File: src/rtl/cdp_rdma_grp_ctrl_if.sv
// Bundles the register-group control signals of cdp_rdma_grp_ctrl.
// slave is the controller's view; master is the register file / datapath view.
interface cdp_rdma_grp_ctrl_if;
    logic        producer;
    logic        op_en_trigger;
    logic        op_en_wr_data;
    logic        dp2reg_done;
    logic        consumer;
    logic [1:0]  status_0;
    logic [1:0]  status_1;
    logic        reg2dp_op_en;
    logic        dp2reg_d0_op_en;
    logic        dp2reg_d1_op_en;
    logic [1:0]  done_intr;
    logic [31:0] dp2reg_lat_cnt;

    modport slave (
        input  producer, op_en_trigger, op_en_wr_data, dp2reg_done,
        output consumer, status_0, status_1, reg2dp_op_en,
               dp2reg_d0_op_en, dp2reg_d1_op_en, done_intr, dp2reg_lat_cnt
    );

    modport master (
        output producer, op_en_trigger, op_en_wr_data, dp2reg_done,
        input  consumer, status_0, status_1, reg2dp_op_en,
               dp2reg_d0_op_en, dp2reg_d1_op_en, done_intr, dp2reg_lat_cnt
    );
endinterface

File: src/rtl/cdp_rdma_grp_ctrl.sv
// Ping-pong register group controller: tracks which group the datapath owns and gates op_en.
// Optional layer cycle counter is built only when CDP_RDMA_LAYER_CYC_CNT_EN is defined.
module cdp_rdma_grp_ctrl (
    input  logic                  nvdla_core_clk,
    input  logic                  nvdla_core_rstn,
    cdp_rdma_grp_ctrl_if.slave    bus
);

    typedef enum logic [1:0] {
        GRP_IDLE    = 2'd0,
        GRP_RUNNING = 2'd1,
        GRP_PENDING = 2'd2
    } grp_status_e;

    logic       opEn0_q, opEn0_d;
    logic       opEn1_q, opEn1_d;
    logic       consumer_q, consumer_d;
    logic       reg2dpOpEn_q, reg2dpOpEn_d;
    logic [1:0] doneIntr_q, doneIntr_d;

    logic qualDone;
    logic setGrp0, setGrp1;
    logic opEnConsumer;

    grp_status_e status0, status1;

    assign qualDone     = bus.dp2reg_done & reg2dpOpEn_q;
    assign setGrp0      = bus.op_en_trigger & bus.op_en_wr_data & ~bus.producer & ~opEn0_q;
    assign setGrp1      = bus.op_en_trigger & bus.op_en_wr_data &  bus.producer & ~opEn1_q;
    assign opEnConsumer = consumer_q ? opEn1_q : opEn0_q;

    // A qualified done always wins over a set on the same group; the clear is what sticks.
    always_comb begin
        opEn0_d      = opEn0_q;
        opEn1_d      = opEn1_q;
        consumer_d   = consumer_q;
        doneIntr_d   = 2'b00;
        reg2dpOpEn_d = opEnConsumer;

        if (setGrp0) opEn0_d = 1'b1;
        if (setGrp1) opEn1_d = 1'b1;

        if (qualDone) begin
            if (consumer_q) opEn1_d = 1'b0;
            else            opEn0_d = 1'b0;
            consumer_d    = ~consumer_q;
            doneIntr_d    = consumer_q ? 2'b10 : 2'b01;
            reg2dpOpEn_d  = 1'b0;
        end
    end

    always_ff @(posedge nvdla_core_clk or negedge nvdla_core_rstn) begin
        if (!nvdla_core_rstn) begin
            opEn0_q      <= 1'b0;
            opEn1_q      <= 1'b0;
            consumer_q   <= 1'b0;
            reg2dpOpEn_q <= 1'b0;
            doneIntr_q   <= 2'b00;
        end else begin
            opEn0_q      <= opEn0_d;
            opEn1_q      <= opEn1_d;
            consumer_q   <= consumer_d;
            reg2dpOpEn_q <= reg2dpOpEn_d;
            doneIntr_q   <= doneIntr_d;
        end
    end

    always_comb begin
        status0 = GRP_IDLE;
        status1 = GRP_IDLE;
        if (opEn0_q) status0 = consumer_q ? GRP_PENDING : GRP_RUNNING;
        if (opEn1_q) status1 = consumer_q ? GRP_RUNNING : GRP_PENDING;
    end

`ifdef CDP_RDMA_LAYER_CYC_CNT_EN
    logic [31:0] latCnt_q, latCnt_d;

    // Restart on the enable rise, count enabled cycles, saturate, and hold once enable drops.
    always_comb begin
        latCnt_d = latCnt_q;
        if (reg2dpOpEn_d & ~reg2dpOpEn_q)
            latCnt_d = 32'd0;
        else if (reg2dpOpEn_q && latCnt_q != 32'hFFFF_FFFF)
            latCnt_d = latCnt_q + 32'd1;
    end

    always_ff @(posedge nvdla_core_clk or negedge nvdla_core_rstn) begin
        if (!nvdla_core_rstn) latCnt_q <= 32'd0;
        else                  latCnt_q <= latCnt_d;
    end

    assign bus.dp2reg_lat_cnt = latCnt_q;
`else
    assign bus.dp2reg_lat_cnt = 32'd0;
`endif

    assign bus.consumer        = consumer_q;
    assign bus.status_0        = status0;
    assign bus.status_1        = status1;
    assign bus.reg2dp_op_en    = reg2dpOpEn_q;
    assign bus.dp2reg_d0_op_en = opEn0_q;
    assign bus.dp2reg_d1_op_en = opEn1_q;
    assign bus.done_intr       = doneIntr_q;

endmodule

File: src/flat_wrapper.sv
// flat-port wrapper written by rule: the top's interface ports become plain ports
module cdp_rdma_grp_ctrl_flat 
  (nvdla_core_clk, nvdla_core_rstn, bus_producer, bus_op_en_trigger, bus_op_en_wr_data, bus_dp2reg_done, bus_consumer, bus_status_0, bus_status_1, bus_reg2dp_op_en, bus_dp2reg_d0_op_en, bus_dp2reg_d1_op_en, bus_done_intr, bus_dp2reg_lat_cnt);
  cdp_rdma_grp_ctrl_if bus_i ();
  input  logic nvdla_core_clk;
  input  logic nvdla_core_rstn;
  input wire logic [$bits(bus_i.producer)-1:0] bus_producer;
  input wire logic [$bits(bus_i.op_en_trigger)-1:0] bus_op_en_trigger;
  input wire logic [$bits(bus_i.op_en_wr_data)-1:0] bus_op_en_wr_data;
  input wire logic [$bits(bus_i.dp2reg_done)-1:0] bus_dp2reg_done;
  output wire logic [$bits(bus_i.consumer)-1:0] bus_consumer;
  output wire logic [$bits(bus_i.status_0)-1:0] bus_status_0;
  output wire logic [$bits(bus_i.status_1)-1:0] bus_status_1;
  output wire logic [$bits(bus_i.reg2dp_op_en)-1:0] bus_reg2dp_op_en;
  output wire logic [$bits(bus_i.dp2reg_d0_op_en)-1:0] bus_dp2reg_d0_op_en;
  output wire logic [$bits(bus_i.dp2reg_d1_op_en)-1:0] bus_dp2reg_d1_op_en;
  output wire logic [$bits(bus_i.done_intr)-1:0] bus_done_intr;
  output wire logic [$bits(bus_i.dp2reg_lat_cnt)-1:0] bus_dp2reg_lat_cnt;
  assign bus_i.producer = bus_producer;
  assign bus_i.op_en_trigger = bus_op_en_trigger;
  assign bus_i.op_en_wr_data = bus_op_en_wr_data;
  assign bus_i.dp2reg_done = bus_dp2reg_done;
  assign bus_consumer = bus_i.consumer;
  assign bus_status_0 = bus_i.status_0;
  assign bus_status_1 = bus_i.status_1;
  assign bus_reg2dp_op_en = bus_i.reg2dp_op_en;
  assign bus_dp2reg_d0_op_en = bus_i.dp2reg_d0_op_en;
  assign bus_dp2reg_d1_op_en = bus_i.dp2reg_d1_op_en;
  assign bus_done_intr = bus_i.done_intr;
  assign bus_dp2reg_lat_cnt = bus_i.dp2reg_lat_cnt;
  cdp_rdma_grp_ctrl u_core (.nvdla_core_clk(nvdla_core_clk), .nvdla_core_rstn(nvdla_core_rstn), .bus(bus_i));
endmodule
File: config.mk
export PLATFORM = sky130hd
export DESIGN_NAME = cdp_rdma_grp_ctrl_flat
export DESIGN_NICKNAME = d
export VERILOG_FILES = /design/src/rtl/cdp_rdma_grp_ctrl_if.sv /design/src/rtl/cdp_rdma_grp_ctrl.sv /design/src/flat_wrapper.sv
export SDC_FILE = /design/constraint.sdc
export NUM_CORES = 1
export LEC_CHECK = 0
export BUFFER_PORTS_ARGS = -buffer_cell sky130_fd_sc_hd__buf_2
export CORE_MARGIN = 4
export CORE_UTILIZATION = 34
export CTS_CLUSTER_DIAMETER = 100
export DETAILED_ROUTE_END_ITERATION = 8
export GPL_TIMING_DRIVEN = 0
export HOLD_SLACK_MARGIN = 0.02
export PLACE_DENSITY = 0.77
export SLEW_MARGIN = 20
export SYNTH_ARGS = -nofsm -noshare
export SYNTH_HDL_FRONTEND = slang
export SYNTH_SLANG_ARGS = --single-unit
File: constraint.sdc
create_clock -name nvdla_core_clk -period 1.2 [get_ports nvdla_core_clk]
set_input_delay 0.18 -clock nvdla_core_clk [delete_from_list [all_inputs] [get_ports nvdla_core_clk]]
set_output_delay 0.18 -clock nvdla_core_clk [all_outputs]
set_load 0.005 [all_outputs]
After elaboration in Yosys (flattened, before gate mapping):

Index checks and enable logic that the tools add are counted.

* register bits: 6
* bits of input ports: 6
* output and inout port bits: 42

* multiplexer cells: 13
* bitwise logic cells: 10

Operators with widths (count)
* $mux 2: 5
* $mux 1: 8
* $and 1x1->1: 6
* $not 1->1: 4

Depth between registers and ports, before layout:

Gate-level depths: netlist (run 1).

* word-level depth: 6
* mapped depth: 2

Worst setup path before layout (run 1):

OpenSTA, ideal clock, no wires.

* path type: reg-to-reg
* start point: register u_core.consumer_q, in the netlist u_core.bus.consumer
* end point: register u_core.reg2dpOpEn_q, in the netlist u_core.bus.reg2dp_op_en
* setup time: 0.119 ns
* data arrival time: 0.769 ns
* required time: 1.081 ns
* path slack: 0.312 ns
* stages on the path, launching flop included: 3
* path buffers: 0
* clock period less this slack: 0.888 ns
* cells stage by stage: dfrtp_1 and2_4 o21a_1

* longest elaborated chain between the ends: 2

RTL lines
* start, declared: line cdp_rdma_grp_ctrl.sv:17 `logic consumer_q, consumer_d;`
* start signal, assigned: line cdp_rdma_grp_ctrl.sv:62 `consumer_q <= consumer_d;`
* $mux 1: line cdp_rdma_grp_ctrl.sv:30 `assign opEnConsumer = consumer_q ? opEn1_q : opEn0_q;`
* $mux 1: line cdp_rdma_grp_ctrl.sv:43 `if (qualDone) begin`
* via u_core.reg2dpOpEn_d: line cdp_rdma_grp_ctrl.sv:18 `logic reg2dpOpEn_q, reg2dpOpEn_d;`
* end signal, assigned: line cdp_rdma_grp_ctrl.sv:63 `reg2dpOpEn_q <= reg2dpOpEn_d;`
* end, declared: line cdp_rdma_grp_ctrl.sv:18

The timed path passes the listed nets, and every way through them passes these cells.
A chain may end at the register's enable or synchronous reset.

Worst setup path after layout (run 1):

* start point: register u_core.consumer_q, in the netlist u_core.bus.consumer
* end point: output bus_status_1[1]

* longest elaborated chain between the ends: 2

RTL lines
* $mux 2 (2 in a row): line cdp_rdma_grp_ctrl.sv:72 `if (opEn1_q) status1 = consumer_q ? GRP_RUNNING : GRP_PENDING;`
* end, declared: line flat_wrapper.sv:13 `output wire logic [$bits(bus_i.status_1)-1:0] bus_status_1;`

No other way between the ends.

==> impl_metrics.toml, run 1 <==
[run_status]
outcome = "finished clean"

[placed_design]
place_area_um2 = 694.4
finalWeightedCongestion = 0.6856
portBuffers = 15
placedCellCount = 113
post-dp-hpwl_um = 751.8

[global_route]
overflow = 0
grt_max_degree = 10
grt_pass1_vias = 299
antenna_found_initial = 0
grt_pass1_wl_um = 1117
grt_usage = 0.08071

[route]
drt_iter0_markers = 1
antenna_left = 0
drt_pass1_iterations = 2
wl_um = 857
wl_per_cell_um = 7.263
via_per_inst = 3.169
drcViolationCount = 0
vias = 374

[floorplan]
chipWidth_um = 45.74
rows = 13
pin_count = 48
initial_core_util = 0.3675
core_area_mm2 = 0.001318
die_h_um = 45.74
dieArea_mm2 = 0.002092

[timing]
setup_tns_ns = 0
grt_setup_unrepaired = "false"
drv_slew = 0
finalCritPeriodShare = 0.9641
fmax_mhz = 864.3
finalSetupViolCount = 0
finClkSkew_ns = 0.002001
hold_violations = 0
hold_ws_ns = 0.2170
min_period_ns = 1.157

[final_layout]
syn_to_final_growth_pct = 51.94
antenna_cells = 0
fill_cells = 133
drive_above_1_share = 0.5534
fin_cells = 118
final_net_count = 111
finalInstanceArea_um2 = 735.7
layout_common_cells = "buf_4, conb_1, buf_2, dfrtp_1, clkbuf_4"

[synthesis]
seq_area_frac_synth = 0.3101
ys_top_cells_by_area = "buf_4, dfrtp_1, and2_4, and2b_2, and3b_1"
ys_seq_elements = 6
syn-mean-instance-area_um2 = 9.312
synth_top_area_share = 0.4961
synth_cell_type_count = 15
ys_warn_count = 0
synth_area_um2 = 484.2
yosysTopAreaCell = "buf_4"
syn-instance-count = 52

[clocking]
h-tree-depth = 1
path_clk_slew_ns = 0.04
clk_latency_ns = 0.24
root_buffer = "clkbuf_4"
numCtsBuffers = 3
cts_buffer_depth = 2
cts_sinks = 6
cts_tree = "done"

[power]
power.density_mw_per_mm2 = 1417
p_leak_nw = 0.4814
p_total_mw = 1.043
ir_worst_vdd_mv = 0.5080

[setup_path]
crit_fanout = 6
critPathArrivalTime_ns = 0.98
cp_slowest_stage_delay_ns = 0.43
cp-start-kind = "register"
crit_required_ns = 1.02
critPathCaptureType = "primary output"
path_cells = "and2b_2, buf_2"
critPathKind = "register to primary output"
slowest_stage = "dfrtp_2"
cpLargestDelayFamily = "flip-flops"
path_buf_inv = 1

[flow_run]
cap_violations = 0

[hold_path]
hold_path_class = "input pin to register"
==> cell usage after synthesis <==
master / instances
buf_4: 32
dfrtp_1: 6
nor2_1: 2
a31oi_1: 1
and2_2: 1
and2_4: 1
and2b_2: 1
and3_2: 1
and3b_1: 1
conb_1: 1
nand2_1: 1
nor2b_1: 1
o21a_1: 1
o22a_1: 1
xnor2_1: 1
==> registers in the layout (all words and copies together), names as in the netlist <==
signal,cells
u_core.bus.reg2dp_op_en,1
u_core.bus.done_intr,2
u_core.bus.dp2reg_d1_op_en,1
u_core.bus.dp2reg_d0_op_en,1
u_core.bus.consumer,1
==> through the flow <==
step                      utilization  setup WS (ns)
final                          0.5584        0.04305
after global routing           0.5584        0.01451
after CTS                      0.5527       0.001279
after detailed placement       0.5271         0.2107
after global placement         0.5271         0.2128
after floorplan                     -         0.3122
==> metal layers <==
layer,routed length [um],track usage,part of all wire,up-vias
met3,152,0.03162,0.18,2
met2,425,0.1309,0.50,28
met4,17,0.1023,0.020,0
met1,261,0.06490,0.30,140
met5,0,0,0,-
li1,-,-,-,204
==> area by class of cell <==
class                      count  area, um2  area share
tap                           15      18.77     0.02551
sequential                     6      151.4      0.2058
buffer                        32      240.2      0.3265
clock buffer                   3      22.52     0.03061
timing repair buffer          17      90.09      0.1224
multi-input combinational     45      212.7      0.2891
==> worst min-delay path: cells and delay by family <==
| family | cells | cell delay [ns] |
|---|---|---|
| AO/OA/AOI/OAI | 1 | 0.07 |
| buffers and inverters | 1 | 0.09 |
| AND/OR/NAND/NOR | 1 | 0.08 |
==> power by group <==
| group | leakage [nW] | internal (mW) | total, mW | switching, mW |
|---|---|---|---|---|
| registers | 0.0729 | 0.292 | 0.358 | 0.0656 |
| clock network | 0.0138 | 0.113 | 0.179 | 0.0666 |
| logic | 0.395 | 0.308 | 0.506 | 0.198 |
==> cells by family after synthesis <==
logic type,count (synthesis),synth area share
xor+xnor,1,0.01809
compound gates,3,0.04653
flops,6,0.3101
other cells,1,0.007745
buf+inv,32,0.4961
simple gates,9,0.1215
==> what timing repair did <==
action | CTS | global route
endpoints found under the setup margin | 2 | 2
endpoints found under the hold margin | 6 | 0
resized for setup | 1 | 1
buffers inserted | 0 | 1
hold buffers | 1 | 0
==> final timing paths <==
path                                                 startpoint                                    to  slack (ns)  depth (start not counted)
setup / recovery                u_core.bus.consumer$_DFFE_PN0P_                       bus_status_1[1]        0.04                          2
hold / removal                                bus_op_en_wr_data  u_core.bus.dp2reg_d1_op_en$_DFF_PN0_        0.22                          3
setup reg to reg                u_core.bus.consumer$_DFFE_PN0P_  u_core.bus.dp2reg_d1_op_en$_DFF_PN0_        0.28                          3
hold reg to reg            u_core.bus.dp2reg_d0_op_en$_DFF_PN0_  u_core.bus.dp2reg_d0_op_en$_DFF_PN0_        0.52                          1
max in group asynchronous                       nvdla_core_rstn       u_core.bus.consumer$_DFFE_PN0P_        0.76                          2
min in group asynchronous                       nvdla_core_rstn     u_core.bus.done_intr[0]$_DFF_PN0_        0.29                          2
No activity file was read; power rests on OpenSTA's default activity.
==> run 2: changes to the inputs <==
--- a/config.mk
+++ b/config.mk
@@ -13,7 +13,9 @@
 export GPL_TIMING_DRIVEN = 0
 export HOLD_SLACK_MARGIN = 0.02
 export PLACE_DENSITY = 0.77
+export SETUP_SLACK_MARGIN = 0.4
 export SLEW_MARGIN = 20
 export SYNTH_ARGS = -nofsm -noshare
 export SYNTH_HDL_FRONTEND = slang
 export SYNTH_SLANG_ARGS = --single-unit
+export TNS_END_PERCENT = 30
==> run 2 against run 1 <==
Compared with the run above:
- clock skew increased by 0.0047 ns
- largest cell class unchanged
- wire length increased by 6.1%
- total power increased by 13%
- cell area increased by 4.4%
- clock power increased by 11%
- sequential share of layout area decreased by 0.87 points
- register-to-register slack got worse by 0.09 ns
- count of clock-buffer cells in the layout increased by 1
==> impl_metrics.toml, run 2 (same netlist as run 1, synthesis figures left out) <==
[global_route]
antenna_found_initial = 0
grt_usage = 0.08864
overflow = 0
grt_max_degree = 7
grt_pass1_vias = 320
grt_pass1_wl_um = 1283

[clocking]
root_buffer = "clkbuf_4"
clk_latency_ns = 0.24
numCtsBuffers = 3
path_clk_slew_ns = 0.05
cts_tree = "done"
cts_buffer_depth = 2
h-tree-depth = 1
cts_sinks = 6

[timing]
finalCritPeriodShare = 0.9595
drv_slew = 0
hold_violations = 0
setup_tns_ns = 0
finalSetupViolCount = 0
finClkSkew_ns = 0.006659
fmax_mhz = 868.5
min_period_ns = 1.151
grt_setup_unrepaired = "true"

[floorplan]
initial_core_util = 0.3675
core_area_mm2 = 0.001318
chipWidth_um = 45.74
dieArea_mm2 = 0.002092
die_h_um = 45.74
pin_count = 48
rows = 13

[hold_path]
hold-path-endpoint = "u_core.bus.dp2reg_d1_op_en$_DFF_PN0_"
hold_start = "bus_op_en_wr_data"
hold_path_class = "input pin to register"
holdPathStages = 3

[placed_design]
place_area_um2 = 695.7
finalWeightedCongestion = 0.6969
post-dp-hpwl_um = 807.4
portBuffers = 15

[final_layout]
final_common_cell = "buf_4"
final_net_count = 114
final_core_util = 0.5831
finalInstanceArea_um2 = 768.2
antenna_cells = 0
drive_above_1_share = 0.5514
largest_register_ffs = 2
layout_common_cells = "buf_4, conb_1, buf_2, dfrtp_1, clkbuf_4"
syn_to_final_growth_pct = 58.66

[power]
clkPwrFrac = 0.169
p_total_mw = 1.174
power.density_mw_per_mm2 = 1528
ir_worst_vdd_mv = 0.4605
combPwrFrac = 0.527
p_sw_mw = 0.3614
internal_power_mw = 0.8125
p_leak_nw = 0.4986
swShare = 0.3078
power_frac_seq = 0.304

[setup_path]
timing.rr.end = "u_core.bus.dp2reg_d0_op_en$_DFF_PN0_"
crit_required_ns = 1.02
crit_fanout = 6
critPathCaptureType = "primary output"
r2r_start = "u_core.bus.consumer$_DFFE_PN0P_"
cpLargestDelayFamily = "flip-flops"
cp_slowest_stage_delay_ns = 0.42
slowest_stage = "dfrtp_2"
rr_worst_depth = 3
cp-start-kind = "register"
path_cells = "and2b_2, buf_2"
path_buf_inv = 1
critPathKind = "register to primary output"
ff2ff_setup_slack_ns = 0.19
cp_num_cells = 2
critPathArrivalTime_ns = 0.97

[route]
drcViolationCount = 0
drt_pass1_iterations = 1
wl_per_cell_um = 7.451
drt_iter0_markers = 0
antenna_left = 0
wl_um = 909
vias = 387
via_per_inst = 3.172

[run_status]
outcome = "finished clean"

[flow_run]
cap_violations = 0
run 2: changes by cell type in the layout (fill, tap and decap cells not counted), sizes merged:
cell | previous run | this run
buf | 47 | 51
run 2: worst max path at each step:
| stage | start | end | slack (ns) |
|---|---|---|---|
| after floorplan | u_core.bus.consumer$_DFFE_PN0P_ | u_core.bus.reg2dp_op_en$_DFF_PN0_ | 0.33 |
| after global placement | u_core.bus.consumer$_DFFE_PN0P_ | bus_status_1[1] | 0.27 |
| after detailed placement | u_core.bus.consumer$_DFFE_PN0P_ | bus_status_1[1] | 0.27 |
| after CTS | u_core.bus.consumer$_DFFE_PN0P_ | bus_status_1[1] | 0.04 |
| after global routing | u_core.bus.consumer$_DFFE_PN0P_ | bus_status_0[0] | -0.03 |
| final | u_core.bus.consumer$_DFFE_PN0P_ | bus_status_1[1] | 0.05 |
run 2: worst reg2reg max path, stage by stage (launching register included):
cell,delay [ns]
dfrtp_2,0.42
buf_4,0.14
buf_4,0.13
o22a_1,0.20
run 2: final cells by class:
cell class | count | area, um2
Buffer | 32 | 240.2
Multi-Input combinational cell | 45 | 210.2
Fill cell | 122 | 549.3
Clock buffer | 4 | 26.28
Timing Repair Buffer | 20 | 121.4
Sequential cell | 6 | 151.4
Tap cell | 15 | 18.77
run 2: power groups by stage:
stage,combinational (mW),sequential (mW),clock (mW)
2_1_floorplan,0.281,0.375,0
4_1_cts,0.562,0.355,0.208
5_1_grt,0.680,0.375,0.221
3_5_place_dp,0.470,0.373,0
6_report,0.619,0.357,0.198
3_3_place_gp,0.460,0.372,0
run 2: stage by stage:
| step | worst slack (ns) | hold slack [ns] | instances |
|---|---|---|---|
| after global routing | -0.02581 | 0.2186 | 122 |
| final | 0.04860 | 0.2056 | 122 |
| after global placement | 0.2702 | 0.004954 | 113 |
| after detailed placement | 0.2714 | 0.009712 | 113 |
| after floorplan | 0.3307 | -0.1156 | 83 |
| after CTS | 0.04058 | 0.1995 | 121 |
run 2: metal layers:
metal | share of wire | vias up | routed length [um] | global-route usage
met1 | 0.29 | 152 | 264 | 0.07656
met3 | 0.14 | 2 | 125 | 0.03162
met2 | 0.55 | 25 | 498 | 0.1616
met5 | 0 | - | 0 | 0
li1 | - | 208 | - | -
met4 | 0.022 | 0 | 20 | 0.06818
run 2: what timing repair did:
action,in CTS,in global routing
resized for setup,0,1
buffers inserted,3,1
endpoints found under the hold margin,6,0
endpoints found under the setup margin,12,15
hold buffers,1,0
==> run 3: changes to the inputs <==
--- a/config.mk
+++ b/config.mk
@@ -13,6 +13,7 @@
 export GPL_TIMING_DRIVEN = 0
 export HOLD_SLACK_MARGIN = 0.02
 export PLACE_DENSITY = 0.77
+export RECOVER_POWER = 100
 export SETUP_SLACK_MARGIN = 0.4
 export SLEW_MARGIN = 20
 export SYNTH_ARGS = -nofsm -noshare
==> run 3 against run 2 <==
Compared with the run above:
- highest routed layer unchanged
- setup slack better by 0.0011 ns
- die area stayed put
- hold slack is essentially flat
- clock skew is essentially flat
- critical endpoint unchanged
- combinational power is 7.8% lower
==> impl_metrics.toml, run 3 (same netlist as run 1, synthesis figures left out) <==
[run_status]
outcome = "finished clean"

[route]
antenna_left = 0
drt_pass1_iterations = 1
drcViolationCount = 0
drt_iter0_markers = 0
wl_um = 907
via_per_inst = 3.164
vias = 386
wl_per_cell_um = 7.434

[global_route]
grt_pass1_wl_um = 1283
grt_max_degree = 7
grt_pass1_vias = 320
overflow = 0
grt_usage = 0.08864
antenna_found_initial = 0

[clocking]
path_clk_slew_ns = 0.05
h-tree-depth = 1
clk_latency_ns = 0.24
cts_tree = "done"
numCtsBuffers = 3
cts_sinks = 6
cts_buffer_depth = 2
root_buffer = "clkbuf_4"

[placed_design]
portBuffers = 15
finalWeightedCongestion = 0.6969
pre_cts_slack_ns = 0.2714
post-dp-hpwl_um = 807.4

[timing]
finalSetupViolCount = 0
grt_setup_unrepaired = "true"
hold_violations = 0
min_period_ns = 1.150
finClkSkew_ns = 0.006659
finalCritPeriodShare = 0.9586
fmax_mhz = 869.3
hold_ws_ns = 0.2057
layout_setup_ws_ns = 0.04970
drv_slew = 0

[final_layout]
final_common_cell = "buf_4"
antenna_cells = 0
fill_cells = 130
syn_to_final_growth_pct = 55.56
final_net_count = 114
largest_register_ffs = 2
drive_above_1_share = 0.5047
layout_common_cells = "buf_4, conb_1, buf_2, clkbuf_1, dfrtp_1"

[setup_path]
critPathCaptureType = "primary output"
r2r_start = "u_core.bus.consumer$_DFFE_PN0P_"
timing.rr.end = "u_core.bus.dp2reg_d0_op_en$_DFF_PN0_"
critPathArrivalTime_ns = 0.97
cp-start-kind = "register"
path_cells = "and2b_2, buf_2"
cp_slowest_stage_delay_ns = 0.42
crit_fanout = 6
critPathKind = "register to primary output"
rr_worst_depth = 3
slowest_stage = "dfrtp_2"
ff2ff_setup_slack_ns = 0.19
crit_required_ns = 1.02

[power]
p_leak_nw = 0.4789
ir_worst_vdd_mv = 0.4445
power.density_mw_per_mm2 = 1496

[hold_path]
holdPathStages = 3
hold-path-endpoint = "u_core.bus.dp2reg_d1_op_en$_DFF_PN0_"
hold_path_class = "input pin to register"
hold_start = "bus_op_en_wr_data"

[floorplan]
rows = 13
initial_core_util = 0.3675
die_h_um = 45.74
chipWidth_um = 45.74
core_area_mm2 = 0.001318
dieArea_mm2 = 0.002092
pin_count = 48

[flow_run]
cap_violations = 0
==> run 3: changes by cell type in the layout (fill, tap and decap cells not counted), sizes merged <==
cell | before | now
buf | 51 | 44
clkbuf | 4 | 11
==> run 3: what timing repair did <==
action	in CTS	in global routing
setup buffers	3	1
cloned	0	0
endpoints found under the setup margin	12	15
hold buffers	1	0
endpoints found under the hold margin	6	0
gates resized for setup	0	1
==> run 3: power breakdown <==
group | switching, mW | internal [mW] | leakage [nW] | total, mW
Clock | 0.0723 | 0.126 | 0.0150 | 0.198
Sequential | 0.0658 | 0.292 | 0.0729 | 0.358
Combinational | 0.221 | 0.350 | 0.391 | 0.571
Total | 0.359 | 0.768 | 0.479 | 1.13
==> run 3: critical path, delay by kind of cell, from the launching register on <==
| kind | cells | cell delay, ns |
|---|---|---|
| and+or+nand+nor | 1 | 0.20 |
| DFF | 1 | 0.42 |
| buffers and inverters | 1 | 0.10 |
==> run 3: routing by layer <==
layer | global-route usage | vias up | part of all wire
met1 | 0.07656 | 151 | 0.29
met3 | 0.03162 | 2 | 0.13
met5 | 0 | - | 0
met4 | 0.06818 | 0 | 0.022
met2 | 0.1616 | 25 | 0.55
li1 | - | 208 | -
==> run 3: layout make-up <==
cell class                      count  area (um2)  share of cell area
Buffer                             32       240.2              0.3189
Multi-Input combinational cell     45       210.2              0.2791
Sequential cell                     6       151.4              0.2010
Timing Repair Buffer               20       106.4              0.1412
Clock buffer                        4       26.28             0.03488
Tap cell                           15       18.77             0.02492
==> run 3: through the flow <==
| stage | util | instances | setup TNS [ns] | cell area [um2] | total power, mW |
|---|---|---|---|---|---|
| 5_1_grt | 0.5717 | 122 | -0.02466 | 753.2 | 1.227 |
| 6_report | 0.5717 | 122 | 0 | 753.2 | 1.127 |
| 3_3_place_gp | 0.5280 | 113 | 0 | 695.7 | 0.8326 |
| 4_1_cts | 0.5727 | 121 | 0 | 754.5 | 1.126 |
| 3_5_place_dp | 0.5280 | 113 | 0 | 695.7 | 0.8433 |
| 2_1_floorplan | - | 83 | 0 | 601.8 | 0.6562 |
==> run 3: how the worst max path moves through the flow <==
stage | endpoint | startpoint | slack, ns | cells after the start
final | bus_status_1[1] | u_core.bus.consumer$_DFFE_PN0P_ | 0.05 | 2
after global routing | bus_status_0[0] | u_core.bus.consumer$_DFFE_PN0P_ | -0.02 | 2
after floorplan | u_core.bus.reg2dp_op_en$_DFF_PN0_ | u_core.bus.consumer$_DFFE_PN0P_ | 0.33 | 2
after CTS | bus_status_1[1] | u_core.bus.consumer$_DFFE_PN0P_ | 0.04 | 2
after detailed placement | bus_status_1[1] | u_core.bus.consumer$_DFFE_PN0P_ | 0.27 | 2
after global placement | bus_status_1[1] | u_core.bus.consumer$_DFFE_PN0P_ | 0.27 | 2
